==> config.mk <==
export PLATFORM = sky130hd
export DESIGN_NAME = fp16_mac_feeder
export DESIGN_NICKNAME = d
export VERILOG_FILES = /design/src/rtl/fp16_feeder_pkg.sv /design/src/rtl/fp16_pair_fifo.sv /design/src/rtl/fp16_mac_feeder.sv
export SDC_FILE = /design/constraint.sdc
export NUM_CORES = 1
export LEC_CHECK = 0
export ABC_CLOCK_PERIOD_IN_PS = 9600
export CELL_PAD_IN_SITES_DETAIL_PLACEMENT = 0
export CELL_PAD_IN_SITES_GLOBAL_PLACEMENT = 1
export CORE_ASPECT_RATIO = 1.5
export CORE_UTILIZATION = 39
export DETAILED_ROUTE_END_ITERATION = 12
export GPL_ROUTABILITY_DRIVEN = 0
export PLACE_DENSITY = 0.76
export SLEW_MARGIN = 10
export SYNTH_ARGS = -nofsm -noshare
export SYNTH_HDL_FRONTEND = slang
export SYNTH_SLANG_ARGS = --single-unit
==> constraint.sdc <==
create_clock -name CLK -period 9.6 [get_ports CLK]
set_input_delay 1.92 -clock CLK [delete_from_list [all_inputs] [get_ports CLK]]
set_output_delay 1.92 -clock CLK [all_outputs]
set_load 0.02 [all_outputs]
==> src/rtl/fp16_feeder_pkg.sv <==
// fp16_feeder_pkg
// Shared definitions for the fp16 MAC feeder: the controller state type,
// the fp16 constants it drives or inspects, and a small helper that spots
// an all-ones exponent (NaN or infinity).
// No ports (package).
package fp16_feeder_pkg;

  typedef enum logic [2:0] {
    ST_IDLE,
    ST_CLEAR,
    ST_STREAM,
    ST_DRAIN,
    ST_DONE
  } feeder_state_e;

  localparam logic [15:0] FP16_ZERO    = 16'h0000;
  localparam logic [4:0]  FP16_EXP_MAX = 5'h1F;

  // True for NaN and infinity alike; both make the dot product meaningless.
  function automatic logic fp16_exp_is_max(input logic [15:0] value);
    return value[14:10] == FP16_EXP_MAX;
  endfunction

endpackage

==> src/rtl/fp16_pair_fifo.sv <==
// fp16_pair_fifo
// Operand-pair FIFO: DEPTH entries of 32 bits ({a, b}), first-word
// fall-through read so the head pair is visible on rdata while not empty.
// Pointers carry one extra wrap bit so full and empty are distinguishable.
// Ports:
//   clk, rst_n    clock, asynchronous active-low reset (empties the FIFO)
//   push, wdata   write one entry (ignored while full)
//   pop, rdata    remove the head entry (ignored while empty) / head entry
//   full, empty   occupancy status
module fp16_pair_fifo #(
  parameter int DEPTH = 8
) (
  input  logic        clk,
  input  logic        rst_n,
  input  logic        push,
  input  logic [31:0] wdata,
  input  logic        pop,
  output logic [31:0] rdata,
  output logic        full,
  output logic        empty
);

  localparam int AW = $clog2(DEPTH);

  logic [AW:0] wr_ptr_q, wr_ptr_d;
  logic [AW:0] rd_ptr_q, rd_ptr_d;
  logic [31:0] mem_q [DEPTH];
  logic        do_push;
  logic        do_pop;

  // Same index with differing wrap bits means the writer is a lap ahead.
  assign empty   = (wr_ptr_q == rd_ptr_q);
  assign full    = (wr_ptr_q[AW] != rd_ptr_q[AW]) &&
                   (wr_ptr_q[AW-1:0] == rd_ptr_q[AW-1:0]);
  assign do_push = push && !full;
  assign do_pop  = pop && !empty;
  assign rdata   = mem_q[rd_ptr_q[AW-1:0]];

  always_comb begin
    wr_ptr_d = wr_ptr_q;
    rd_ptr_d = rd_ptr_q;
    if (do_push) wr_ptr_d = wr_ptr_q + (AW+1)'(1);
    if (do_pop)  rd_ptr_d = rd_ptr_q + (AW+1)'(1);
  end

  always_ff @(posedge clk or negedge rst_n) begin
    if (!rst_n) begin
      wr_ptr_q <= '0;
      rd_ptr_q <= '0;
    end else begin
      wr_ptr_q <= wr_ptr_d;
      rd_ptr_q <= rd_ptr_d;
    end
  end

  // Storage needs no reset: an entry is only read after it has been written.
  always_ff @(posedge clk) begin
    if (do_push) mem_q[wr_ptr_q[AW-1:0]] <= wdata;
  end

endmodule

==> src/rtl/fp16_mac_feeder.sv <==
// fp16_mac_feeder
// Buffers fp16 operand pairs and, on a start request, streams `len` of them
// into an external multiply-accumulate unit: one clear cycle, the pairs
// (zero bubbles whenever the FIFO runs dry), DRAIN_CYC zero cycles to flush
// the MAC pipeline, then the accumulator is captured into result with a
// one-cycle done pulse.
// Optional feature: define FP16_FEEDER_NAN_DET_EN to get a sticky nan_flag
// raised when any streamed operand has an all-ones exponent (cleared when
// the next start is accepted). Without it nan_flag is tied low.
// Ports:
//   CLK, RESETn                    clock, asynchronous active-low reset
//   in_valid/in_ready/in_a/in_b    operand-pair push channel
//   start, len                     dot-product request and pair count
//   mac_a, mac_b, mac_clr_n        registered operands and accumulator clear
//   acc_in                         accumulator value from the MAC
//   result, done, busy, nan_flag   dot-product result and status
module fp16_mac_feeder
  import fp16_feeder_pkg::*;
#(
  parameter int DEPTH     = 8,
  parameter int LEN_W     = 8,
  parameter int DRAIN_CYC = 4
) (
  input  logic             CLK,
  input  logic             RESETn,
  input  logic             in_valid,
  output logic             in_ready,
  input  logic [15:0]      in_a,
  input  logic [15:0]      in_b,
  input  logic             start,
  input  logic [LEN_W-1:0] len,
  output logic [15:0]      mac_a,
  output logic [15:0]      mac_b,
  output logic             mac_clr_n,
  input  logic [15:0]      acc_in,
  output logic [15:0]      result,
  output logic             done,
  output logic             busy,
  output logic             nan_flag
);

  localparam int DRAIN_W = (DRAIN_CYC < 2) ? 1 : $clog2(DRAIN_CYC + 1);

  feeder_state_e      state_q, state_d;
  logic [LEN_W-1:0]   count_q, count_d;
  logic [DRAIN_W-1:0] drain_cnt_q, drain_cnt_d;
  logic [15:0]        mac_a_q, mac_a_d;
  logic [15:0]        mac_b_q, mac_b_d;
  logic               mac_clr_n_q, mac_clr_n_d;
  logic [15:0]        result_q, result_d;
  logic               done_q, done_d;
  logic               zero_len_q, zero_len_d;

  logic               fifo_full;
  logic               fifo_empty;
  logic               fifo_pop;
  logic [31:0]        fifo_rdata;

  assign in_ready  = !fifo_full;
  assign busy      = (state_q != ST_IDLE);
  assign mac_a     = mac_a_q;
  assign mac_b     = mac_b_q;
  assign mac_clr_n = mac_clr_n_q;
  assign result    = result_q;
  assign done      = done_q;

  fp16_pair_fifo #(
    .DEPTH (DEPTH)
  ) u_fifo (
    .clk   (CLK),
    .rst_n (RESETn),
    .push  (in_valid && in_ready),
    .wdata ({in_a, in_b}),
    .pop   (fifo_pop),
    .rdata (fifo_rdata),
    .full  (fifo_full),
    .empty (fifo_empty)
  );

  // Every registered output is computed for the state being entered, so
  // mac_clr_n is low exactly while the FSM sits in CLEAR and the operands
  // default to fp16 zero unless a pair is popped this cycle.
  always_comb begin
    state_d     = state_q;
    count_d     = count_q;
    drain_cnt_d = drain_cnt_q;
    mac_a_d     = FP16_ZERO;
    mac_b_d     = FP16_ZERO;
    mac_clr_n_d = 1'b1;
    result_d    = result_q;
    done_d      = 1'b0;
    zero_len_d  = zero_len_q;
    fifo_pop    = 1'b0;

    case (state_q)
      ST_IDLE: begin
        if (start) begin
          if (len != '0) begin
            state_d     = ST_CLEAR;
            count_d     = len;
            zero_len_d  = 1'b0;
            mac_clr_n_d = 1'b0;
          end else begin
            state_d    = ST_DONE;
            zero_len_d = 1'b1;
          end
        end
      end
      ST_CLEAR: begin
        state_d = ST_STREAM;
      end
      ST_STREAM: begin
        if (!fifo_empty) begin
          fifo_pop = 1'b1;
          mac_a_d  = fifo_rdata[31:16];
          mac_b_d  = fifo_rdata[15:0];
          count_d  = count_q - LEN_W'(1);
          if (count_q == LEN_W'(1)) begin
            state_d     = ST_DRAIN;
            drain_cnt_d = DRAIN_W'(DRAIN_CYC);
          end
        end
      end
      ST_DRAIN: begin
        drain_cnt_d = drain_cnt_q - DRAIN_W'(1);
        if (drain_cnt_q == DRAIN_W'(1)) state_d = ST_DONE;
      end
      ST_DONE: begin
        // A zero-length request never touched the MAC, so its answer is +0.
        result_d = zero_len_q ? FP16_ZERO : acc_in;
        done_d   = 1'b1;
        state_d  = ST_IDLE;
      end
      default: begin
        state_d = ST_IDLE;
      end
    endcase
  end

  always_ff @(posedge CLK or negedge RESETn) begin
    if (!RESETn) begin
      state_q     <= ST_IDLE;
      count_q     <= '0;
      drain_cnt_q <= '0;
      mac_a_q     <= FP16_ZERO;
      mac_b_q     <= FP16_ZERO;
      mac_clr_n_q <= 1'b1;
      result_q    <= FP16_ZERO;
      done_q      <= 1'b0;
      zero_len_q  <= 1'b0;
    end else begin
      state_q     <= state_d;
      count_q     <= count_d;
      drain_cnt_q <= drain_cnt_d;
      mac_a_q     <= mac_a_d;
      mac_b_q     <= mac_b_d;
      mac_clr_n_q <= mac_clr_n_d;
      result_q    <= result_d;
      done_q      <= done_d;
      zero_len_q  <= zero_len_d;
    end
  end

`ifdef FP16_FEEDER_NAN_DET_EN
  logic nan_q, nan_d;

  // Sticky across the whole request; only a newly accepted start clears it.
  always_comb begin
    nan_d = nan_q;
    if (state_q == ST_IDLE && start) begin
      nan_d = 1'b0;
    end else if (fifo_pop &&
                 (fp16_exp_is_max(fifo_rdata[31:16]) ||
                  fp16_exp_is_max(fifo_rdata[15:0]))) begin
      nan_d = 1'b1;
    end
  end

  always_ff @(posedge CLK or negedge RESETn) begin
    if (!RESETn) nan_q <= 1'b0;
    else         nan_q <= nan_d;
  end

  assign nan_flag = nan_q;
`else
  assign nan_flag = 1'b0;
`endif

endmodule

# Yosys cells after proc, flatten, opt, wreduce, memory -nomap -nowiden
# Memory sizes are Yosys's and may differ from the RTL's.
# Cells that the tools add are included.
# totals
inputBits	60
reg_bits	73
ram_bits	256
word_cells	71
memories	1
out_inout_bits	53
# classes
muxes	26
add_sub_neg	4
n_eq_ne	14
n_reduce_logical	15
# mem_list
name	depth	word_bits	rd	rd_clocked_by_memory_dff	write_ports	line_no	rtl
u_fifo.mem_q	8	32	1	0	1	fp16_pair_fifo.sv:27	logic [31:0] mem_q [DEPTH];
# op_table
cell	count
16-bit 2-to-1 mux	5
8-bit 2-to-1 mux	3
3-bit 2-to-1 mux	7
8-bit one-hot mux with 2 select lines	1
3-bit one-hot mux with 4 select lines	1
2-bit != test (second input constant)	5
4-bit by 1-bit adder with 4-bit output (second input constant)	2
8-bit by 1-bit == test with 1-bit output (second input constant)	1
1-bit 2-to-1 mux	8
4-bit AND reduction	2
8-bit nonzero test	1
8-bit by 1-bit subtractor with 8-bit output (second input constant)	1
3-bit by 1-bit == test with 1-bit output (second input constant)	2
3-bit by 2-bit == test with 1-bit output (second input constant)	2
3-bit one-hot mux with 2 select lines	1
4-bit == test	1
1-bit logical AND	4
2-bit nonzero test	2
3-bit == test	1
3-bit == test (second input constant)	1
3-bit logical NOT	1
3-bit AND reduction	1
3-bit nonzero test	1
3-bit by 1-bit subtractor with 3-bit output (second input constant)	1
other kinds (3)	4

# Logic depth before layout (Yosys ltp)
# Gate-level depths: netlist (run 1).
# depth
word_depth	7
ltp_mapped	6

# Modules after synthesis
# Synthesis (run 1) repeated with hierarchy kept, for this count alone.
# unflattened
hier_cells	678
area_unflattened_um2	13097.6
# modules_own_cells
module	cells_each	n_inst	seq_area_each_um2	area_each_um2
fp16_pair_fifo	430	1	7887.6	10377.5
fp16_mac_feeder	248	1	1627.8	2720.1

# Worst setup path after synthesis (run 1)
# OpenSTA, ideal clock, no wires.
# synth_path
path_type	in2reg
startpoint	in in_valid
endpoint	mem u_fifo.mem_q[4][0], enable pin
path_slack_ps	4633
t_arrival_ps	4499
t_required_ps	9132
cell_stages	2
cell_sequence	nand3_1 -> nor3b_1
# synth_between
elab_chain_cells	4
# synth_lines
item	line_no	rtl
start: declaration	fp16_mac_feeder.sv:26	input logic in_valid,
1-bit logical AND	fp16_mac_feeder.sv:72	.push (in_valid && in_ready),
1-bit logical AND	fp16_pair_fifo.sv:35	assign do_push = push && !full;
1-bit 2-to-1 mux	fp16_pair_fifo.sv:58	if (do_push) mem_q[wr_ptr_q[AW-1:0]] <= wdata;
1-bit 2-to-1 mux (not written as such)	fp16_pair_fifo.sv:58	
end: declaration	fp16_pair_fifo.sv:27	
# No other way between the ends.

# Final worst setup path (run 1)
# layout_path
startpoint	reg u_fifo.rd_ptr_q[1]
endpoint	out in_ready
# layout_between
elab_chain_cells	3
# layout_lines
item	line_no	rtl
start: declaration	fp16_pair_fifo.sv:26	logic [AW:0] rd_ptr_q, rd_ptr_d;
start signal: assignment	fp16_pair_fifo.sv:52	rd_ptr_q <= rd_ptr_d;
3-bit == test	fp16_pair_fifo.sv:34	(wr_ptr_q[AW-1:0] == rd_ptr_q[AW-1:0]);
1-bit logical AND	fp16_pair_fifo.sv:33	assign full = (wr_ptr_q[AW] != rd_ptr_q[AW]) &&
1-bit logical NOT	fp16_mac_feeder.sv:59	assign in_ready = !fifo_full;
end: declaration	fp16_mac_feeder.sv:27	output logic in_ready,
# No other way between the ends.

==> results of run 1 <==
layer usage:
metal | global-route usage, % | share of wire, % | up-vias
met5 | 0 | 0.11 | -
met4 | 5.51 | 2.6 | 4
met2 | 27.0 | 53 | 171
li1 | - | - | 2861
met1 | 17.9 | 39 | 3273
met3 | 2.75 | 5.2 | 44
through the flow:
stage / total power, mW / cell area (um2) / worst slack [ps] / cells / utilization, %
2_1_floorplan: 3.07 / 12800 / 4630 / 669 / -
3_3_place_gp: 3.52 / 14400 / 5280 / 1169 / 44.9
3_5_place_dp: 3.53 / 14400 / 5240 / 1169 / 44.9
4_1_cts: 4.69 / 15300 / 4740 / 1223 / 47.8
5_1_grt: 4.86 / 15300 / 4580 / 1223 / 47.8
6_report: 4.61 / 15300 / 4780 / 1223 / 47.8
path summary, 6_finish.rpt:
| kind | endpoint | slack (ps) | cells past startpoint |
|---|---|---|---|
| max in group asynchronous | u_fifo.rd_ptr_q[0] | 7230 | 2 |
| worst max register to register | u_fifo.mem_q[3][7] | 6020 | 5 |
| worst min-delay path | drain_cnt_q[1] | 480 | 1 |
| min in group asynchronous | result[14] | 1210 | 1 |
| worst min register to register | drain_cnt_q[1] | 480 | 1 |
| worst max-delay path | in_ready | 4780 | 3 |
Yosys cell counts, types with 2 or more instances:
cell        n  area (um2)
ha_1        6        75.1
buf_4      13        97.6
mux2i_1    33         330
inv_1       6        22.5
a21oi_1     3        15.0
nand2b_1   17         106
xor2_1      6        52.6
dfrtp_1    72        1800
nand4_1     3        18.8
nor3b_1     5        37.5
or3_1       3        18.8
clkbuf_1    7        26.3
nor4_1      2        12.5
mux2_2      2        22.5
or4_4       2        22.5
buf_2      10        50.1
nand3_1     5        25.0
a211oi_1    6        45.0
nor2_1     44         165
and2_1      2        12.5
o22ai_1     4        25.0
xnor2_1     8        70.1
edfxtp_1  256        7690
nand2_1    29         109
buf_1       4        15.0
nor3_1      5        25.0
o21ai_0    22         110
mux4_2     64        1440
o311ai_1    2        17.5
kinds of logic after synthesis:
group                    share of synthesized area (%)
other                                           0.0293
XOR/XNOR                                         0.959
adder cells (fa/ha/maj)                          0.587
AND/OR/NAND/NOR                                   5.22
multiplexers                                      14.1
buffers and inverters                             1.81
AO/OA/AOI/OAI                                     2.87
flip-flops                                        74.4
placed cells by master, fill, tap and decap left out, types with 6 or more instances in the layout:
cell type and instances:
clkdlybuf4s50_1 110, nor2_1 43, clkbuf_1 6, xor2_1 6
edfxtp_1 256, dfrtp_1 69, nand2b_1 17, mux4_2 64
a211oi_1 6, ha_1 6, mux2i_1 33, clkinv_2 7
o21ai_0 22, xnor2_1 8, clkbuf_16 29, buf_4 15
nand2_1 29, inv_1 6
report_power, final:
group / internal, mW / switching [mW] / total (mW)
logic: 0.677 / 0.722 / 1.40
clock network: 0.641 / 0.506 / 1.15
registers: 1.84 / 0.227 / 2.07
total: 3.16 / 1.46 / 4.61
worst max-delay path, stage by stage, from the launching register on:
cell	delay, ps
dfrtp_4	1100
xnor2_1	310
nand4_1	250
clkdlybuf4s50_1	670
state kept, by name, indices dropped and copies added, names as in the netlist, 4 cells and up:
register	flops
u_fifo.mem_q	256
result	16
u_fifo.wr_ptr_q	4
u_fifo.rd_ptr_q	4
mac_a	16
count_q	8
mac_b	16
area by class of cell:
type	instances	area [um2]
Fill cell	2681	16700
Sequential cell	329	9520
Multi-Input combinational cell	298	3090
Timing Repair Buffer	125	1210
Clock buffer	35	748
Tap cell	410	513
Clock inverter	19	186
Inverter	7	31.3
==> qor.yml, run 1 <==
yosysUniqueCellTypes: 57
power_density_nw_per_um2: 301
numCtsBuffers: 29
dp_hpwl_um: 14600
viasPerCell: 5.19
firstDrtPassIters: 4
final.period_utilization_pct: 50.3
fmax_mhz: 207
drive_gt1_share_pct: 18.7
hold_path_class: "reg -> reg"
crit_required_ps: 7680
grt_pass1_vias: 6677
ys_ff_latch: 329
post-cts-setup-buffers: 0
ant_nets: 0
chipHeight_um: 224
numPortBuffers: 111
setup_viol: 0
min-delay-start: "drain_cnt_q[1]"
drt_iter0_markers: 417
grt_overflow: 0
antenna_found_initial: 2
ctsResizeCount: 0
cts_tree: "yes"
maxCapViolCount: 0
cts_buffer_depth: 3
antenna_cells: 0
drt-total-wl_um: 24700
slew_viol_final: 0
fin_worst_skew_ps: 13.7
clockRootBuffer: "clkbuf_16"
die_w_um: 150
final_hold_viol_count: 0
syn-num-nets: 735
ioPinCount: 113
netlist_instances: 669
synth_edf_count: 256
status: "finished, final reports clean"
row_count: 80
p_leak_nw: 5.32
crit_arrival_ps: 2900
grt_max_degree: 70
core_area_um2: 32000
grt_usage_pct: 15.1
wl_per_cell_um: 20.2
grt_pass1_wl_um: 38000
period_minus_slack_ps: 4820
relSlewSlack_pct: 27.1
nets: 856
rsz0062_at_grt: "false"
rr_startpoint: "u_fifo.rd_ptr_q[1]"
ys_warn_count: 0
start_kind: "register"
clk_latency_ps: 560
startpoint: "u_fifo.rd_ptr_q[1]"
peakVddDrop_mv: 0.158
finalSetupTns_ps: 0
clk_pin_slew_ps: 60
clkSinkCount: 329
syn2layout_area_growth_pct: 19.6
die_area_um2: 33500
worst_slew_pin_slew_ps: 1090
critPathKind: "reg -> out"
via_count: 6353
start_util_pct: 39.9
synthArstFlopShare_pct: 22.2
hold_buffers: 0
synth_ff_type: "edfxtp_1"
cp_max_fo: 69
avgSynthCellArea_um2: 19.1
synthesis.area_um2: 12800
hold-worst-slack_ps: 477
drc: 0
endpoint_kind: "output port"
synth.yosys.seq_area_share_pct: 74.4
htree_levels: 1
Note: power is estimated with default switching activity, not from simulation.
==> run 2, diff against run 1 <==
Settings changed: ABC_CLOCK_PERIOD_IN_PS 9600 to 4800.
Clock period 9.6 ns to 4.8 ns, I/O delays scaled along.
==> run 2 against run 1 <==
- sequential cell count stayed put
- count of clock-buffer cells in the layout is 7 higher
- power is 99% higher
- final cell count is 0.49% higher
- clock power is 95% higher
- utilization is 0.055 points higher
- non-clock buffer count is 5 higher
- global-route usage is 0.17 points lower
- worst hold slack worse by 55 ps
- register-to-register slack worse by 4200 ps
- largest cell class unchanged
==> qor.yml, run 2 (synthesized netlist as in run 1, its figures left out) <==
cts_buffer_depth: 3
clk_latency_ps: 560
hold_buffers: 0
switching_share_pct: 31.2
crit_arrival_ps: 2620
pwr-share-comb_pct: 31.7
grt_overflow: 0
cts_tree: "yes"
hold_path_class: "in -> async"
final_hold_viol_count: 0
drc: 0
nets: 861
seqPwrFrac_pct: 43.9
grt_pass1_vias: 6762
antenna_found_initial: 3
start_kind: "register"
r2r_setup_slack_ps: 1840
via_count: 6353
die_w_um: 150
syn2layout_area_growth_pct: 19.8
viasPerCell: 5.17
p_leak_nw: 5.34
clk_pin_slew_ps: 60
endpoint_kind: "output port"
status: "finished, final reports clean"
ctsResizeCount: 0
power.switching_mw: 2.86
critPathKind: "reg -> out"
largest_reg_flops: 256
chipHeight_um: 224
stdcell_count: 1229
cp_max_fo: 35
clockRootBuffer: "clkbuf_16"
ioPinCount: 113
final_common_cell: "edfxtp_1"
worst_slew_pin_slew_ps: 1080
clockPowerShare_pct: 24.4
numCtsBuffers: 29
clkSinkCount: 329
grt_pass1_wl_um: 37900
grt_usage_pct: 14.9
power_density_nw_per_um2: 598
drt-total-wl_um: 24200
htree_levels: 1
ant_nets: 0
p_int_mw: 6.31
peakVddDrop_mv: 0.276
row_count: 80
start_util_pct: 39.9
slew_viol_final: 0
rsz0062_at_grt: "false"
finalSetupTns_ps: 0
core_area_um2: 32000
final_cell_mix: "edfxtp_1 (256), clkdlybuf4s50_1 (110), dfrtp_1 (69)"
setup_viol: 0
firstDrtPassIters: 4
fin_worst_skew_ps: 21.9
final.period_utilization_pct: 74.5
r2r.worst_path.cells: 4
rr_startpoint: "u_fifo.rd_ptr_q[0]"
wl_per_cell_um: 19.7
dp_cells: 1174
utilization_pct: 47.8
drt_iter0_markers: 387
grt_max_degree: 69
numPortBuffers: 111
fmax_mhz: 280
relSlewSlack_pct: 27.7
period_minus_slack_ps: 3580
drive_gt1_share_pct: 18.8
r2r_end: "u_fifo.mem_q[6][14]"
maxCapViolCount: 0
dp_hpwl_um: 14700
post-cts-setup-buffers: 0
die_area_um2: 33500
crit_required_ps: 3840
run 2: cell types whose count changed in the layout (fill, tap and decap cells not counted), sizes merged:
cell / change
diode: +1
buf: +5
bufinv: -1
clkbuf: +7
inv: -1
clkinv: -5
run 2: worst max-delay path by stage:
stage	start	end	slack, ps	depth (start not counted)
floorplan	u_fifo.rd_ptr_q[0]	u_fifo.mem_q[4][0]	720	5
detailed placement	in_valid	u_fifo.mem_q[6][3]	1700	3
global placement	in_valid	u_fifo.mem_q[6][3]	1700	3
CTS	u_fifo.rd_ptr_q[0]	in_ready	1170	3
finish	u_fifo.rd_ptr_q[0]	in_ready	1220	3
global route	u_fifo.rd_ptr_q[0]	in_ready	1010	3
run 2: final cells by class:
type | count | area, um2
Timing Repair Buffer | 130 | 1250
Tap cell | 410 | 513
Sequential cell | 329 | 9520
Multi-Input combinational cell | 298 | 3090
Clock inverter | 12 | 118
Antenna cell | 1 | 2.50
Clock buffer | 42 | 795
Inverter | 7 | 31.3
Fill cell | 2667 | 16700
run 2: through the flow:
stage	setup slack [ps]	power [mW]	hold slack, ps	cell area [um2]
after global routing	1010	9.68	460	15300
after CTS	1170	9.32	430	15300
after global placement	1700	7.03	462	14400
final	1220	9.17	422	15300
after floorplan	723	6.13	450	12800
after detailed placement	1700	7.06	467	14400
run 2: worst max-delay path: stages, from the launching register on:
cell,delay (ps)
dfrtp_4,880
xnor2_1,280
nand4_1,210
clkdlybuf4s50_1,660
run 2: power by group through the flow:
stage,clock network (mW),logic [mW],registers [mW]
final,2.24,2.90,4.03
after global routing,2.40,3.18,4.10
after CTS,2.30,2.98,4.04
after detailed placement,0,2.97,4.10
after global placement,0,2.96,4.07
after floorplan,0,2.05,4.09
run 2: metal layers:
metal	up-vias	global-route usage, %	wire [um]
met5	-	0	27
met4	4	4.40	440
met3	35	3.10	1480
met2	167	26.6	12600
met1	3283	18.0	9590
li1	2864	-	-
==> run 3, diff against run 2 <==
Settings changed: ABC_CLOCK_PERIOD_IN_PS 4800 to 2920, PLACE_DENSITY 0.76 to 0.78.
Clock period 4.8 ns to 2.92 ns, I/O delays scaled along.
==> run 3 against run 2 <==
- worst hold slack worse by 420 ps
- combinational power grew 76%
- power increased by 70%
- register-to-register slack lost 1300 ps
- final cell count rose by 0.33%
- clock skew down 9.3 ps
- first-iteration DRC count rose by 4.4%
- count of clock-buffer cells in the layout is 8 lower
- largest power group unchanged
- highest routed layer is now met4
==> qor.yml, run 3 (synthesized netlist as in run 1, its figures left out) <==
status: "finished, final reports clean"
period_minus_slack_ps: 2710
grt_pass1_vias: 6912
htree_levels: 1
dp_cells: 1175
stdcell_count: 1233
crit_arrival_ps: 2120
clockPowerShare_pct: 25.7
firstDrtPassIters: 4
viasPerCell: 5.21
drt_iter0_markers: 404
final_common_cell: "edfxtp_1"
nets: 864
hold_path_class: "in -> async"
dp_hpwl_um: 14700
grt_max_degree: 68
numCtsBuffers: 31
antenna_cells: 0
row_count: 80
relSlewSlack_pct: 33.4
setup_viol: 0
dp_slack_ps: 439
final_hold_viol_count: 0
ioPinCount: 113
chipHeight_um: 224
drt-total-wl_um: 25300
utilization_pct: 48.6
p_leak_nw: 5.44
rr_startpoint: "u_fifo.wr_ptr_q[2]"
critPathKind: "reg -> out"
start_util_pct: 39.9
crit_required_ps: 2340
endpoint_kind: "output port"
die_w_um: 150
antenna_found_initial: 0
seqCellArea_um2: 9520
clk_pin_slew_ps: 70
power_mw: 15.6
largest_reg_flops: 256
setup_ws_ps: 213
drive_gt1_share_pct: 20.2
p_int_mw: 10.6
maxCapViolCount: 0
pwr-share-comb_pct: 32.6
slew_viol_final: 0
grt_usage_pct: 15.6
seqPwrFrac_pct: 41.7
syn2layout_area_growth_pct: 21.7
wl_per_cell_um: 20.5
cp_max_fo: 14
start_kind: "register"
grt_overflow: 0
numPortBuffers: 111
core_area_um2: 32000
cts_buffer_depth: 3
fmax_mhz: 369
r2r_end: "u_fifo.mem_q[2][13]"
peakVddDrop_mv: 0.574
rsz0062_at_grt: "false"
fin_worst_skew_ps: 12.7
power.switching_mw: 4.98
stdcell_area_um2: 15600
final.period_utilization_pct: 92.7
final_cell_mix: "edfxtp_1 (256), clkdlybuf4s50_1 (109), dfrtp_1 (69)"
clk_latency_ps: 580
cts_tree: "yes"
clockRootBuffer: "clkbuf_16"
switching_share_pct: 31.9
die_area_um2: 33500
fillers: 2651
drc: 0
power_density_nw_per_um2: 1000
r2r.worst_path.cells: 5
multi_input_area_um2: 3130
grt_pass1_wl_um: 39500
ant_nets: 0
worst_slew_pin_slew_ps: 999
placed_area_um2: 14500
clkSinkCount: 329
via_count: 6419
r2r_setup_slack_ps: 570
run 3: metrics by stage:
stage | hold WS (ps) | setup TNS [ps]
floorplan | 288 | -135130
detailed placement | 465 | 0
finish | 6.09 | 0
global placement | 461 | 0
global route | 41.5 | 0
CTS | 15.3 | 0
run 3: power by group through the flow:
| stage | Combinational, mW | Clock (mW) | Sequential (mW) |
|---|---|---|---|
| floorplan | 3.39 | 0 | 6.70 |
| global placement | 5.14 | 0 | 6.56 |
| detailed placement | 5.18 | 0 | 6.60 |
| CTS | 5.22 | 4.10 | 6.53 |
| global route | 5.54 | 4.28 | 6.61 |
| finish | 5.09 | 4.01 | 6.52 |
run 3: worst max-delay path: stages (launching register included):
cell	delay, ps
dfrtp_1	560
or3_1	440
clkdlybuf4s50_1	550
run 3: cell type report:
type                            instances  share of cell area [%]
Inverter                                7                   0.201
Tap cell                              410                    3.30
Clock buffer                           34                    5.06
Clock inverter                         24                    1.51
Timing Repair Buffer                  131                    8.66
Sequential cell                       329                    61.2
Multi-Input combinational cell        298                    20.1
run 3: metal layers:
layer  GRT usage [%]  part of all wire [%]  vias up
met2            27.7                    52      178
li1                -                     -     2890
met5               0                     0        -
met1            19.4                    41     3320
met4            4.33                   1.6        0
met3            2.79                   5.8       31
run 3: worst max path at each step:
| stage | cells past startpoint | endpoint | from |
|---|---|---|---|
| 2_1_floorplan | 5 | u_fifo.mem_q[5][0] | u_fifo.rd_ptr_q[0] |
| 3_3_place_gp | 4 | u_fifo.mem_q[2][20] | in_valid |
| 3_5_place_dp | 4 | u_fifo.mem_q[2][16] | in_valid |
| 4_1_cts | 3 | in_ready | u_fifo.wr_ptr_q[2] |
| 5_1_grt | 2 | busy | state_q[0] |
| 6_report | 2 | busy | state_q[0] |
run 3: timing repair:
action                                  4_1_cts  5_1_grt
hold buffers                                  0        0
gates resized for setup                       3        1
endpoints found under the hold margin         0        0
endpoints found under the setup margin        1        1
buffers inserted                              0        0
cloned                                        0        0
